==> config.mk <==
export PLATFORM = sky130hd
export DESIGN_NAME = led_pwm_driver
export DESIGN_NICKNAME = d
export VERILOG_FILES = /design/src/rtl/led_pwm_driver_pkg.sv /design/src/rtl/led_pwm_timebase.sv /design/src/rtl/led_pwm_driver.sv
export SDC_FILE = /design/constraint.sdc
export NUM_CORES = 1
export LEC_CHECK = 0
export BUFFER_PORTS_ARGS = -buffer_cell sky130_fd_sc_hd__buf_2
export CAP_MARGIN = 15
export CORE_ASPECT_RATIO = 0.75
export CORE_MARGIN = 1
export CORE_UTILIZATION = 64
export CTS_CLUSTER_DIAMETER = 100
export DETAILED_ROUTE_END_ITERATION = 10
export PLACE_DENSITY = 0.85
export RECOVER_POWER = 50
export SYNTH_ARGS = -nofsm -noshare
export SYNTH_HDL_FRONTEND = slang
export SYNTH_SLANG_ARGS = --single-unit
==> constraint.sdc <==
create_clock -name clk -period 3.45 [get_ports clk]
set_input_delay 0.5175 -clock clk [delete_from_list [all_inputs] [get_ports clk]]
set_output_delay 0.5175 -clock clk [all_outputs]
set_load 0.1 [all_outputs]
==> src/rtl/led_pwm_driver_pkg.sv <==
// Shared constants for the LED PWM output stage: channel count, default timing
// parameters and the memory-mapped address of the LED duty register.
package led_pwm_driver_pkg;

  localparam int unsigned LED_CHANNELS      = 8;
  localparam int unsigned DEF_PWM_BITS      = 4;
  localparam int unsigned DEF_PRESCALE      = 16;
  localparam int unsigned DEF_BLINK_PERIODS = 4096;

  // Data memory decodes stores to this address into cfg_we/cfg_sel/cfg_duty.
  localparam logic [31:0] LED_DUTY_ADDR = 32'h0000_7F04;

  function automatic int unsigned cnt_width(input int unsigned n);
    return (n > 1) ? $clog2(n) : 1;
  endfunction

endpackage

==> src/rtl/led_pwm_timebase.sv <==
// Prescaler, PWM period counter and blink phase generator for the LED driver.
// period_end_o is combinational and marks the last clk of each PWM period.
module led_pwm_timebase
  import led_pwm_driver_pkg::*;
#(
  parameter int unsigned PWM_BITS      = DEF_PWM_BITS,
  parameter int unsigned PRESCALE      = DEF_PRESCALE,
  parameter int unsigned BLINK_PERIODS = DEF_BLINK_PERIODS
) (
  input  logic                clk,
  input  logic                rst_n,
  output logic [PWM_BITS-1:0] pwm_cnt_o,
  output logic                period_end_o,
  output logic                blink_phase_o
);

  localparam int unsigned      PRE_W   = cnt_width(PRESCALE);
  localparam int unsigned      BLK_W   = cnt_width(BLINK_PERIODS);
  localparam logic [PRE_W-1:0] PRE_MAX = PRE_W'(PRESCALE - 1);
  localparam logic [BLK_W-1:0] BLK_MAX = BLK_W'(BLINK_PERIODS - 1);

  logic [PRE_W-1:0]    pre_cnt_q, pre_cnt_d;
  logic [PWM_BITS-1:0] pwm_cnt_q, pwm_cnt_d;
  logic [BLK_W-1:0]    blink_cnt_q, blink_cnt_d;
  logic                blink_phase_q, blink_phase_d;
  logic                tick;
  logic                period_end;

  always_comb begin
    tick          = (pre_cnt_q == PRE_MAX);
    period_end    = tick && (pwm_cnt_q == '1);
    pre_cnt_d     = tick ? '0 : pre_cnt_q + 1'b1;
    pwm_cnt_d     = pwm_cnt_q;
    blink_cnt_d   = blink_cnt_q;
    blink_phase_d = blink_phase_q;
    if (tick) begin
      pwm_cnt_d = pwm_cnt_q + 1'b1;
    end
    if (period_end) begin
      if (blink_cnt_q == BLK_MAX) begin
        blink_cnt_d   = '0;
        blink_phase_d = ~blink_phase_q;
      end else begin
        blink_cnt_d = blink_cnt_q + 1'b1;
      end
    end
  end

  always_ff @(posedge clk) begin
    if (!rst_n) begin
      pre_cnt_q     <= '0;
      pwm_cnt_q     <= '0;
      blink_cnt_q   <= '0;
      blink_phase_q <= 1'b1;
    end else begin
      pre_cnt_q     <= pre_cnt_d;
      pwm_cnt_q     <= pwm_cnt_d;
      blink_cnt_q   <= blink_cnt_d;
      blink_phase_q <= blink_phase_d;
    end
  end

  assign pwm_cnt_o     = pwm_cnt_q;
  assign period_end_o  = period_end;
  assign blink_phase_o = blink_phase_q;

endmodule

==> src/rtl/led_pwm_driver.sv <==
// LED pin driver: per-channel PWM brightness and blink, with pattern and duty
// committed only at PWM period boundaries so the pins never glitch.
module led_pwm_driver
  import led_pwm_driver_pkg::*;
#(
  parameter int unsigned PWM_BITS      = DEF_PWM_BITS,
  parameter int unsigned PRESCALE      = DEF_PRESCALE,
  parameter int unsigned BLINK_PERIODS = DEF_BLINK_PERIODS,
  parameter bit          ACTIVE_LOW    = 1'b0
) (
  input  logic                    clk,
  input  logic                    rst_n,
  input  logic [LED_CHANNELS-1:0] led_i,
  input  logic                    cfg_we,
  input  logic [2:0]              cfg_sel,
  input  logic [PWM_BITS-1:0]     cfg_duty,
  input  logic [LED_CHANNELS-1:0] blink_en_i,
  output logic [LED_CHANNELS-1:0] led_o,
  output logic                    period_o
);

  localparam logic [LED_CHANNELS-1:0] INACTIVE = {LED_CHANNELS{ACTIVE_LOW}};

  logic [PWM_BITS-1:0]     pwm_cnt;
  logic                    period_end;
  logic                    blink_phase;

  logic [PWM_BITS-1:0]     duty_cfg_q [LED_CHANNELS];
  logic [PWM_BITS-1:0]     duty_cfg_d [LED_CHANNELS];
  logic [PWM_BITS-1:0]     duty_act_q [LED_CHANNELS];
  logic [PWM_BITS-1:0]     duty_act_d [LED_CHANNELS];
  logic [LED_CHANNELS-1:0] pat_act_q, pat_act_d;
  logic [LED_CHANNELS-1:0] led_q, led_d;
  logic                    period_q, period_d;
  logic [LED_CHANNELS-1:0] lit;

  led_pwm_timebase #(
    .PWM_BITS      (PWM_BITS),
    .PRESCALE      (PRESCALE),
    .BLINK_PERIODS (BLINK_PERIODS)
  ) u_timebase (
    .clk           (clk),
    .rst_n         (rst_n),
    .pwm_cnt_o     (pwm_cnt),
    .period_end_o  (period_end),
    .blink_phase_o (blink_phase)
  );

  always_comb begin
    duty_cfg_d = duty_cfg_q;
    duty_act_d = duty_act_q;
    pat_act_d  = pat_act_q;
    period_d   = period_end;
    // Commit reads the pre-write duty_cfg_q, so a coincident write lands one period later.
    if (period_end) begin
      duty_act_d = duty_cfg_q;
      pat_act_d  = led_i;
    end
    if (cfg_we) begin
      duty_cfg_d[cfg_sel] = cfg_duty;
    end
  end

  always_comb begin
    lit = '0;
    for (int unsigned i = 0; i < LED_CHANNELS; i++) begin
      lit[i] = pat_act_q[i]
            && ((duty_act_q[i] == '1) || (pwm_cnt < duty_act_q[i]))
            && (!blink_en_i[i] || blink_phase);
    end
    led_d = lit ^ INACTIVE;
  end

  always_ff @(posedge clk) begin
    if (!rst_n) begin
      duty_cfg_q <= '{default: '1};
      duty_act_q <= '{default: '1};
      pat_act_q  <= '0;
      led_q      <= INACTIVE;
      period_q   <= 1'b0;
    end else begin
      duty_cfg_q <= duty_cfg_d;
      duty_act_q <= duty_act_d;
      pat_act_q  <= pat_act_d;
      led_q      <= led_d;
      period_q   <= period_d;
    end
  end

  assign led_o    = led_q;
  assign period_o = period_q;

endmodule

==> summary.txt, run 1 <==
Floorplan
  – Die span in y: 74.7 um
  – Die X: 98.9 um
  – # rows: 26
  – Initial Utilization: 66.3%
  – Core area: 6800 um^2
  – DIE AREA: 7390 um^2
  – Num ports: 35

STA
  – Setup TNS: 0 ps
  – Fin. max-slew vios: 0
  – Clock Skew: between 9 and 10 ps
  – Slew margin rel.: 16.9%
  – Final setup violation count: 0
  – Worst hold slack: 391 ps
  – Tcrit/Tclk final: 70.3%
  – Final hold viol count: 0
  – Highest Clock Rate: approximately 0.41 GHz
  – Slew @ Worst Pin: 1250 ps
  – Fin crit period: 2420 ps
  – RSZ-0062 raised after global routing: no
  – Setup WS post-layout: 1030 ps

Detailed routing
  – Post-route ant nets: 0
  – Number of DRC markers in iteration 0: 164
  – Post-Route WL: about 9300 um
  – Via/cell ratio: between 5 and 6
  – Drt first pass iters: 4
  – Vias: around 3500
  – Wire per inst: 15.3 um
  – Remaining routing DRC violations: 0

Power
  – IR drop worst, VDD: roughly 230 uV
  – Leak pwr: 2.36 nW
  – PwrDens: about 420 nW/um^2

Critical path
  – Worst EP required: between 3000 and 4000 ps
  – R2R Path Start: u_timebase.pwm_cnt_o[1]
  – Reg2reg end: duty_act_q[25]
  – Setup Crit Path Kind: in -> reg
  – Critical Path End Type: flip-flop
  – Most used cell, CP: clkbuf_1
  – CP cell instances: clkbuf_1 -> clkbuf_1 -> o2111ai_1 -> a31oi_1
  – Worst setup SP type: input port
  – Number of cells on the worst reg-to-reg path: 6
  – CP max FO: 30
  – Worst EP arrival: ~2700 ps
  – R2R setup slack: 1050 ps
  – Max incr delay on CP: roughly 990 ps
  – Slowest CP cell: clkbuf_1

Min path
  – Hold EP: pat_act_q[6]
  – Hold_sp: led_i[6]
  – Worst hold path cell count: 3
  – Hold crit path type: in -> reg

Final layout
  – Final-stage net count: 574
  – Layout cells sized above 1: 8.95%
  – Fillers: 500
  – Fin util: 72.2%
  – Register area: 2040 um^2
  – Area occupied by multi-input gates: 2230 um^2
  – Synthesis-to-layout area growth: 8.88%
  – # diodes: 0

Clocking
  – Root Buffer Master: clkbuf_8
  – H-tree levels: 3
  – Clock-pin transition on the worst setup and hold timing paths: roughly 100 ps
  – Post-CTS Resized: 0
  – Hold buffers post-CTS: 0
  – CTS tree: built
  – Total CTS buffers: 9
  – Post-CTS Setup Inserts: 0
  – Clock Tree Buf Depth: 2
  – Clk Latency, worst-skew pair: 360 ps
  – Sinks on Clock Net: between 100 and 150

Global route
  – First-pass GRT wire length: around 15000 um
  – GR Util All Layers: 26.9%
  – Vias in the first global route: 3382
  – Initial antenna violation count: 0
  – Total grt overflow: 0
  – Pin count of the biggest net entering global routing: between 50 and 60

Logic synthesis
  – FF+latch count, synth: between 100 and 150
  – Yosys cell types: 36
  – Register area share after synthesis: 45.3%
  – Post-synth top flop: dfxtp_1
  – Synth async-reset ratio: 0%
  – Cell with the most instances after synthesis: nand2_1
  – Synthesis Warnings: 0
  – EDFF count, synth: 0
  – Top cells by area, synth: dfxtp_1 (45%), nand2_1 (9.2%), ha_1 (7.5%)
  – Synth Area per Inst: 9.02 um^2
  – Share of the synthesized area in the top cell type: 45.3%
  – Synth Instances: 500
  – Cell area after synthesis: 4510 um^2
  – Post-synth top area cell: dfxtp_1
  – Syn nets: ~550
  – Synth cell count leaders: nand2_1 (110), dfxtp_1 (102), inv_1 (35)

Job
  – Maxcap violations: 0

Place
  – DP Worst Slack: 1110 ps
  – Final HPWL DP: 6560 um
  – GPL Wtd Cong: 0.847
  – I/O Buffers: 34

Status
  – Status: completed
==> worst max-delay path: cells and delay by family <==
kind / cells / cell delay [ps]
AO/OA/AOI/OAI: 2 / 460
buffers and inverters: 2 / 1720
==> cells by family (layout without fill, tap and decap cells) <==
family,count (synthesis),after routing,share of synthesized area [%]
xor+xnor,12,12,2.33
mux,34,34,7.58
fa+ha+maj,27,27,7.49
compound gates,74,74,12.2
flops,102,102,45.3
simple gates,189,189,19.6
buf+inv,62,87,5.44
==> where the power goes <==
part           internal [W]  switching [W]
sequential          0.00119     0.00000818
combinational     0.0000312      0.0000471
clock              0.000407       0.000394
==> cells in the final DEF (no fill, tap or decap), types with 2 or more instances in the layout <==
| cell type | count |
|---|---|
| nand3_1 | 13 |
| a31oi_1 | 8 |
| dfxtp_1 | 102 |
| nand2b_1 | 13 |
| buf_2 | 24 |
| and3_1 | 5 |
| nor4_1 | 2 |
| clkbuf_8 | 9 |
| a21oi_1 | 2 |
| nor2_4 | 2 |
| ha_1 | 27 |
| nor3_1 | 6 |
| inv_1 | 35 |
| a21o_1 | 16 |
| clkinv_4 | 2 |
| xor2_1 | 2 |
| clkbuf_1 | 12 |
| o2111ai_1 | 8 |
| o211ai_1 | 26 |
| nand4_1 | 13 |
| and2_1 | 5 |
| and2_0 | 3 |
| a21boi_0 | 9 |
| nand2_1 | 110 |
| o21ai_0 | 3 |
| nor2_1 | 11 |
| mux2i_1 | 33 |
| bufinv_16 | 2 |
| xnor2_1 | 10 |
==> cell type report <==
class / instances / area share, %
flip-flops and latches: 102 / 41.6
clock buffers: 10 / 2.60
multi-input cells: 336 / 45.4
repair buffers: 37 / 3.85
clock inverters: 5 / 1.73
inverters: 35 / 2.68
well taps: 84 / 2.14
==> stage by stage <==
stage                     power [W]  instance area, um^2  cells
final                       0.00208                 4910    609
after floorplan             0.00127                 4510    500
after global routing        0.00215                 4910    609
after CTS                   0.00209                 4920    609
after global placement      0.00130                 4710    594
after detailed placement    0.00130                 4710    594
==> registers in the layout (all words and copies together) (netlist names) <==
name / flops
duty_cfg_q: 32
pat_act_q: 8
led_o: 8
u_timebase.blink_cnt_q: 12
duty_act_q: 32
u_timebase.pwm_cnt_o: 4
u_timebase.pre_cnt_q: 4
period_o: 1
u_timebase.blink_phase_o: 1
==> worst max path at each step <==
stage | startpoint | endpoint
6_report | rst_n | led_o[1]
5_1_grt | rst_n | led_o[1]
4_1_cts | u_timebase.pwm_cnt_o[1] | duty_act_q[25]
3_5_place_dp | u_timebase.pwm_cnt_o[1] | duty_act_q[11]
3_3_place_gp | u_timebase.pwm_cnt_o[1] | pat_act_q[6]
2_1_floorplan | u_timebase.pwm_cnt_o[1] | u_timebase.blink_phase_o
==> per-layer routing <==
layer / GRT usage [%] / vias to the layer above / share of wire (%)
li1: - / 1748 / -
met5: 0 / - / 0
met4: 8.79 / 0 / 1.1
met1: 33.5 / 1643 / 46
met2: 46.3 / 88 / 48
met3: 7.34 / 9 / 5.5
(Power assumes the default switching activity.)
==> inputs of run 2 (changes only) <==
Settings changed: CORE_UTILIZATION 64 to 54, PLACE_DENSITY 0.85 to 0.77.
Clock period 3.45 ns to 2.2 ns, I/O delays scaled along.
==> run 2 against run 1 <==
Compared with the run above: critical path depth up 1; sequential cell count stayed put; clock skew up 0.70 ps; utilization down 9.7 points; register-to-register slack worse by 860 ps.
==> summary.txt, run 2 (synthesis results as in run 1) <==
STA
  – Worst hold slack: 198 ps (was 391 ps)
  – Fin crit period: 2010 ps
  – Slew margin rel.: 22.3% (was 16.9%)
  – Final hold viol count: 0 (unchanged)
  – Highest Clock Rate: around 0.50 GHz
  – RSZ-0062 raised after global routing: no (unchanged)
  – Final setup violation count: 0 (unchanged)
  – Slew @ Worst Pin: 1170 ps (was 1250 ps)
  – Clock Skew: 9.86 ps (was 9.16 ps)
  – Tcrit/Tclk final: 91.3%
  – Setup WS post-layout: 192 ps (was 1030 ps)
  – Fin. max-slew vios: 0 (unchanged)
  – Setup TNS: 0 ps (unchanged)

Detailed routing
  – Via/cell ratio: 5.50 (was 5.73)
  – Drt first pass iters: 4 (unchanged)
  – Post-route ant nets: 0 (unchanged)
  – Post-Route WL: 9630 um (was 9330 um)
  – Number of DRC markers in iteration 0: 123 (was 164)
  – Remaining routing DRC violations: 0 (unchanged)
  – Wire per inst: 15.0 um (was 15.3 um)
  – Vias: 3531 (was 3488)

Clocking
  – Clock Tree Buf Depth: 2 (unchanged)
  – Sinks on Clock Net: 102 (unchanged)
  – Total CTS buffers: 9 (unchanged)
  – Clk Latency, worst-skew pair: 380 ps (was 360 ps)
  – Root Buffer Master: clkbuf_8 (unchanged)
  – H-tree levels: 3 (unchanged)
  – Post-CTS Resized: 0 (unchanged)
  – CTS tree: built (unchanged)
  – Post-CTS Setup Inserts: 0 (unchanged)
  – Clock-pin transition on the worst setup and hold timing paths: 100 ps (about the same)
  – Hold buffers post-CTS: 0 (unchanged)

Power
  – Leak pwr: 2.39 nW (was 2.36 nW)
  – PwrDens: 638 nW/um^2 (was 423 nW/um^2)
  – Final total power: 0.00318 W (was 0.00208 W)
  – IR drop worst, VDD: 503 uV (was 231 uV)

Critical path
  – Reg2reg end: u_timebase.blink_phase_o (was duty_act_q[25])
  – Setup crit end: u_timebase.blink_phase_o (was led_o[1])
  – Worst EP arrival: 2270 ps (was 2710 ps)
  – Worst EP required: 2460 ps (was 3740 ps)
  – Slowest CP cell: or4_4 (was clkbuf_1)
  – Kind of cell adding the most delay to the critical path: simple AND/OR/NAND/NOR gates (was buffers and inverters)
  – R2R setup slack: 190 ps (was 1050 ps)
  – Worst setup SP type: flip-flop (was input port)
  – Buf/Inv on CP: 0 (was 2)
  – Number of cells on the worst reg-to-reg path: 5 (was 6)
  – Setup Crit Path Kind: reg -> reg (was in -> reg)
  – CP Depth: 5 (was 4)
  – Critical Path Source: u_timebase.pre_cnt_q[0] (was rst_n)
  – CP max FO: 6 (was 30)
  – Max incr delay on CP: 600 ps (was 990 ps)
  – CP cell instances: ha_1 -> nand4_1 -> or4_4 -> nor2_4 -> mux2_1 (was clkbuf_1 -> clkbuf_1 -> o2111ai_1 -> a31oi_1)
  – Critical Path End Type: flip-flop (unchanged)
  – R2R Path Start: u_timebase.pre_cnt_q[0] (was u_timebase.pwm_cnt_o[1])

Floorplan
  – Die X: 108 um (was 98.9 um)
  – Initial Utilization: 56.4% (was 66.3%)
  – DIE AREA: 8720 um^2 (was 7390 um^2)
  – # rows: 28 (was 26)
  – Core area: 7990 um^2 (was 6800 um^2)
  – Num ports: 35 (unchanged)
  – Die span in y: 81.1 um (was 74.7 um)

Global route
  – Pin count of the biggest net entering global routing: 41 (was 57)
  – GR Util All Layers: 23.8% (was 26.9%)
  – Total grt overflow: 0 (unchanged)
  – Initial antenna violation count: 0 (unchanged)
  – First-pass GRT wire length: 16000 um (was 15300 um)
  – Vias in the first global route: 3442 (was 3382)

Place
  – Final HPWL DP: 6970 um (was 6560 um)
  – I/O Buffers: 34 (unchanged)
  – DP Worst Slack: 243 ps (was 1110 ps)
  – Area after DPL: 4840 um^2 (was 4710 um^2)
  – GPL Wtd Cong: 0.820 (was 0.847)

Final layout
  – Most frequent cells in the layout: nand2_1 (110), dfxtp_1 (102), inv_1 (35), mux2i_1 (33), ha_1 (27) (unchanged)
  – Commonest non-fill, non-tap cell in the layout: nand2_1 (unchanged)
  – Final-stage net count: 586 (was 574)
  – Regs by FF count: duty_act_q: 32 flops, duty_cfg_q: 32 flops, u_timebase.blink_cnt_q: 12 flops (unchanged)
  – Synthesis-to-layout area growth: 10.7% (was 8.88%)
  – # diodes: 0 (unchanged)
  – Layout cells sized above 1: 10.2% (was 8.95%)
  – Final instance area: 4990 um^2 (was 4910 um^2)

Job
  – Maxcap violations: 0 (unchanged)

Min path
  – Hold crit path type: in -> reg (unchanged)

Status
  – Status: completed (unchanged)
-- run 2: layer usage --
| metal | vias up | wire, um | share of wire [%] | track usage [%] |
|---|---|---|---|---|
| li1 | 1777 | - | - | - |
| met1 | 1686 | 4720 | 49 | 30.0 |
| met2 | 54 | 4450 | 46 | 40.4 |
| met3 | 14 | 293 | 3.0 | 5.86 |
| met4 | 0 | 161 | 1.7 | 7.81 |
| met5 | - | 0 | 0 | 0 |
-- run 2: area by class of cell --
class,count,area (um^2)
fill,682,3000
multi-input combinational,336,2230
sequential,102,2040
timing repair buffer,49,260
inverter,35,131
tap,105,131
clock buffer,9,124
clock inverter,6,71.3
-- run 2: worst min-delay path by stage --
stage / start / endpoint / slack [ps] / depth (start not counted)
finish: led_i[6] / pat_act_q[6] / 200 / 3
global placement: u_timebase.pre_cnt_q[0] / u_timebase.pre_cnt_q[0] / 450 / 1
floorplan: u_timebase.pre_cnt_q[0] / u_timebase.pre_cnt_q[0] / 430 / 1
detailed placement: duty_cfg_q[28] / duty_act_q[28] / 460 / 2
CTS: led_i[6] / pat_act_q[6] / 180 / 3
global route: led_i[6] / pat_act_q[6] / 180 / 3
-- run 2: per-stage QoR --
step	std cells	utilization (%)
2_1_floorplan	500	-
3_3_place_gp	627	60.6
3_5_place_dp	627	60.6
4_1_cts	642	63.0
5_1_grt	642	62.5
6_report	642	62.5
-- run 2: worst register-to-register path, delay by kind of cell, from the launching register on --
kind / cells / cell delay (ps)
adders and majority gates: 1 / 270
DFF: 1 / 390
muxes: 1 / 320
and+or+nand+nor: 3 / 910
-- run 2: where the power goes --
part           switching [W]  total (W)  internal (W)
sequential         0.0000121    0.00187       0.00186
combinational      0.0000746   0.000122     0.0000475
clock               0.000656    0.00119      0.000529
total               0.000743    0.00318       0.00244
==> inputs of run 3 (changes only) <==
Settings changed: ABC_AREA set to 1, CORE_UTILIZATION 54 to 59, PLACE_DENSITY 0.77 to 0.8.
Clock period 2.2 ns to 1.9 ns, I/O delays scaled along.
==> run 3 against run 2 <==
Compared with the run above: via count increased by 9.4%; total power increased by 18%; clock skew decreased by 1.7 ps; register-to-register slack got worse by 30 ps; first-iteration DRC count increased by 80%; utilization increased by 4.5 points; sequential share of layout area increased by 0.68 points; worst hold slack got worse by 53 ps; largest cell class is now sequential cells; largest power group unchanged; highest routed layer unchanged.
==> summary.txt, run 3 <==
Status
  – Status: completed (unchanged)

Logic synthesis
  – Synth async-reset ratio: 0% (unchanged)
  – FF+latch count, synth: 102 (unchanged)
  – Share of the synthesized area in the top cell type: 45.7% (was 45.3%)
  – Post-synth top flop: dfxtp_1 (unchanged)
  – Yosys cell types: 29 (was 36)
  – Synth Instances: 585 (was 500)
  – Synth Area per Inst: 7.64 um^2 (was 9.02 um^2)
  – Post-synth top area cell: dfxtp_1 (unchanged)
  – EDFF count, synth: 0 (unchanged)
  – Synthesis Warnings: 0 (unchanged)
  – Synth cell count leaders: nand2_1 (117), dfxtp_1 (102), inv_1 (71) (was nand2_1 (110), dfxtp_1 (102), inv_1 (35))
  – Top cells by area, synth: dfxtp_1 (46%), nand2_1 (9.8%), ha_1 (7.6%) (was dfxtp_1 (45%), nand2_1 (9.2%), ha_1 (7.5%))
  – Cell area after synthesis: 4470 um^2 (was 4510 um^2)
  – Cell with the most instances after synthesis: nand2_1 (unchanged)
  – Syn nets: 638 (was 553)
  – Register area share after synthesis: 45.7% (was 45.3%)

Detailed routing
  – Post-Route WL: 10100 um (was 9630 um)
  – Remaining routing DRC violations: 0 (unchanged)
  – Number of DRC markers in iteration 0: 222 (was 123)
  – Via/cell ratio: 5.36 (was 5.50)
  – Post-route ant nets: 0 (unchanged)
  – Wire per inst: 14.0 um (was 15.0 um)
  – Vias: 3862 (was 3531)
  – Drt first pass iters: 5 (was 4)

STA
  – Fin. max-slew vios: 0 (unchanged)
  – RSZ-0062 raised after global routing: no (unchanged)
  – Slew margin rel.: 63.3% (was 22.3%)
  – Final setup violation count: 0 (unchanged)
  – Fin crit period: 1740 ps (was 2010 ps)
  – Tcrit/Tclk final: 91.4% (was 91.3%)
  – Highest Clock Rate: 0.576 GHz (was 0.498 GHz)
  – Final hold viol count: 0 (unchanged)
  – Setup TNS: 0 ps (unchanged)
  – Clock Skew: 8.13 ps (was 9.86 ps)
  – Slew @ Worst Pin: 553 ps (was 1170 ps)

Final layout
  – # diodes: 0 (unchanged)
  – Layout cells sized above 1: 10.0% (was 10.2%)
  – Final-stage net count: 668 (was 586)
  – Regs by FF count: duty_act_q: 32 flops, duty_cfg_q: 32 flops, u_timebase.blink_cnt_q: 12 flops (unchanged)
  – Commonest non-fill, non-tap cell in the layout: nand2_1 (unchanged)
  – Final instance area: 4910 um^2 (was 4990 um^2)
  – Final std cells w/o fill: 721 (was 642)
  – Register area: 2040 um^2 (unchanged)
  – Synthesis-to-layout area growth: 9.77% (was 10.7%)
  – Fillers: 645 (was 682)
  – Area occupied by multi-input gates: 2030 um^2 (was 2230 um^2)
  – Most frequent cells in the layout: nand2_1 (117), dfxtp_1 (102), inv_1 (71), a21oi_1 (65), nand3_1 (52) (was nand2_1 (110), dfxtp_1 (102), inv_1 (35), mux2i_1 (33), ha_1 (27))

Clocking
  – Clock-pin transition on the worst setup and hold timing paths: 90 ps (was 100 ps)
  – Sinks on Clock Net: 102 (unchanged)
  – H-tree levels: 3 (unchanged)
  – Root Buffer Master: clkbuf_8 (unchanged)
  – Clk Latency, worst-skew pair: 370 ps (was 380 ps)
  – CTS tree: built (unchanged)
  – Total CTS buffers: 9 (unchanged)
  – Clock Tree Buf Depth: 2 (unchanged)

Min path
  – Hold_sp: led_i[6] (unchanged)
  – Hold crit path type: in -> reg (unchanged)
  – Worst hold path cell count: 3 (unchanged)
  – Hold EP: pat_act_q[6] (unchanged)

Power
  – Leak pwr: 2.62 nW (was 2.39 nW)
  – PwrDens: 763 nW/um^2 (was 638 nW/um^2)
  – IR drop worst, VDD: 615 uV (was 503 uV)

Global route
  – First-pass GRT wire length: 17000 um (was 16000 um)
  – Pin count of the biggest net entering global routing: 41 (unchanged)
  – Vias in the first global route: 3733 (was 3442)
  – Total grt overflow: 0 (unchanged)
  – GR Util All Layers: 28.0% (was 23.8%)
  – Initial antenna violation count: 0 (unchanged)

Floorplan
  – Die X: 103 um (was 108 um)
  – # rows: 27 (was 28)
  – DIE AREA: 7930 um^2 (was 8720 um^2)
  – Num ports: 35 (unchanged)
  – Core area: 7330 um^2 (was 7990 um^2)
  – Initial Utilization: 61.0% (was 56.4%)
  – Die span in y: 77.4 um (was 81.1 um)

Critical path
  – Worst setup SP type: flip-flop (unchanged)
  – Setup Crit Path Kind: reg -> reg (unchanged)
  – Critical Path Source: u_timebase.pre_cnt_q[0] (unchanged)
  – Worst EP required: 2210 ps (was 2460 ps)
  – CP max FO: 15 (was 6)
  – R2R setup slack: 160 ps (was 190 ps)
  – R2R Path Start: u_timebase.pre_cnt_q[0] (unchanged)
  – Reg2reg end: u_timebase.blink_cnt_q[0] (was u_timebase.blink_phase_o)
  – Number of cells on the worst reg-to-reg path: 6 (was 5)
  – Worst EP arrival: 2050 ps (was 2270 ps)
  – Critical Path End Type: flip-flop (unchanged)

Place
  – # placed instances: 705 (was 627)
  – Area after DPL: 4700 um^2 (was 4840 um^2)
  – Final HPWL DP: 7070 um (was 6970 um)
  – I/O Buffers: 34 (unchanged)
  – GPL Wtd Cong: 0.818 (was 0.820)

Job
  – Maxcap violations: 0 (unchanged)
[run 3: cell count changes after synthesis, sizes merged, moves of 10 or more]
| cell | change |
|---|---|
| nand3 | +39 |
| o211ai | -26 |
| o21ai | +37 |
| nand2 | +10 |
| inv | +36 |
| nor2 | +31 |
| a21o | -16 |
| mux2i | -33 |
| a21oi | +63 |
| nand2b | -13 |
[run 3: cells by family after synthesis]
kind of cell    Yosys count  synth area share [%]
xor+xnor                  3                 0.588
flops                   102                  45.7
buf+inv                  96                  8.98
fa+ha+maj                27                  7.56
compound gates          114                  13.2
simple gates            243                  24.0
[run 3: critical path, stage by stage, from the launching register on]
cell     delay (ps)
dfxtp_1         370
ha_1            270
nand3_4         160
nor2_8          270
inv_1           220
or2_0           250
a21oi_1         130
[run 3: metal layers]
layer	share of wire, %	GRT usage [%]	vias to the layer above
met5	0	0	-
met4	2.0	9.29	0
met3	5.0	8.29	20
met2	46	44.7	97
met1	47	36.1	1780
li1	-	-	1965
[run 3: area by class of cell]
cell class,count,area share (%)
multi-input combinational,387,41.3
clock inverter,4,0.918
tap,101,2.58
timing repair buffer,43,4.92
clock buffer,12,3.16
inverter,72,5.51
sequential,102,41.6
[run 3: worst max path at each step]
stage,to,cells after the start
floorplan,u_timebase.blink_cnt_q[7],7
global placement,pat_act_q[6],6
detailed placement,pat_act_q[0],6
CTS,pat_act_q[0],6
global route,u_timebase.blink_cnt_q[7],6
finish,u_timebase.blink_cnt_q[0],6
[run 3: power by group]
part / total, W / switching [W] / leakage [nW] / internal [W]
registers: 0.00218 / 0.0000181 / 0.827 / 0.00217
clock network: 0.00140 / 0.000722 / 0.106 / 0.000675
logic: 0.000164 / 0.000106 / 1.69 / 0.0000579
[run 3: stage by stage]
stage / util [%] / total power, W / hold WS (ps) / setup slack (ps)
CTS: 66.9 / 0.00376 / 136 / 92.5
global route: 66.9 / 0.00389 / 128 / 4.02
floorplan: - / 0.00234 / 418 / 385
global placement: 64.2 / 0.00239 / 431 / 228
detailed placement: 64.2 / 0.00240 / 447 / 140
finish: 66.9 / 0.00374 / 145 / 164
[run 3: what timing repair did]
| action | 4_1_cts | 5_1_grt |
|---|---|---|
| setup endpoints to repair | 0 | 14 |
| setup buffers | 0 | 0 |
| resized for setup | 0 | 2 |
| hold buffers | 0 | 0 |
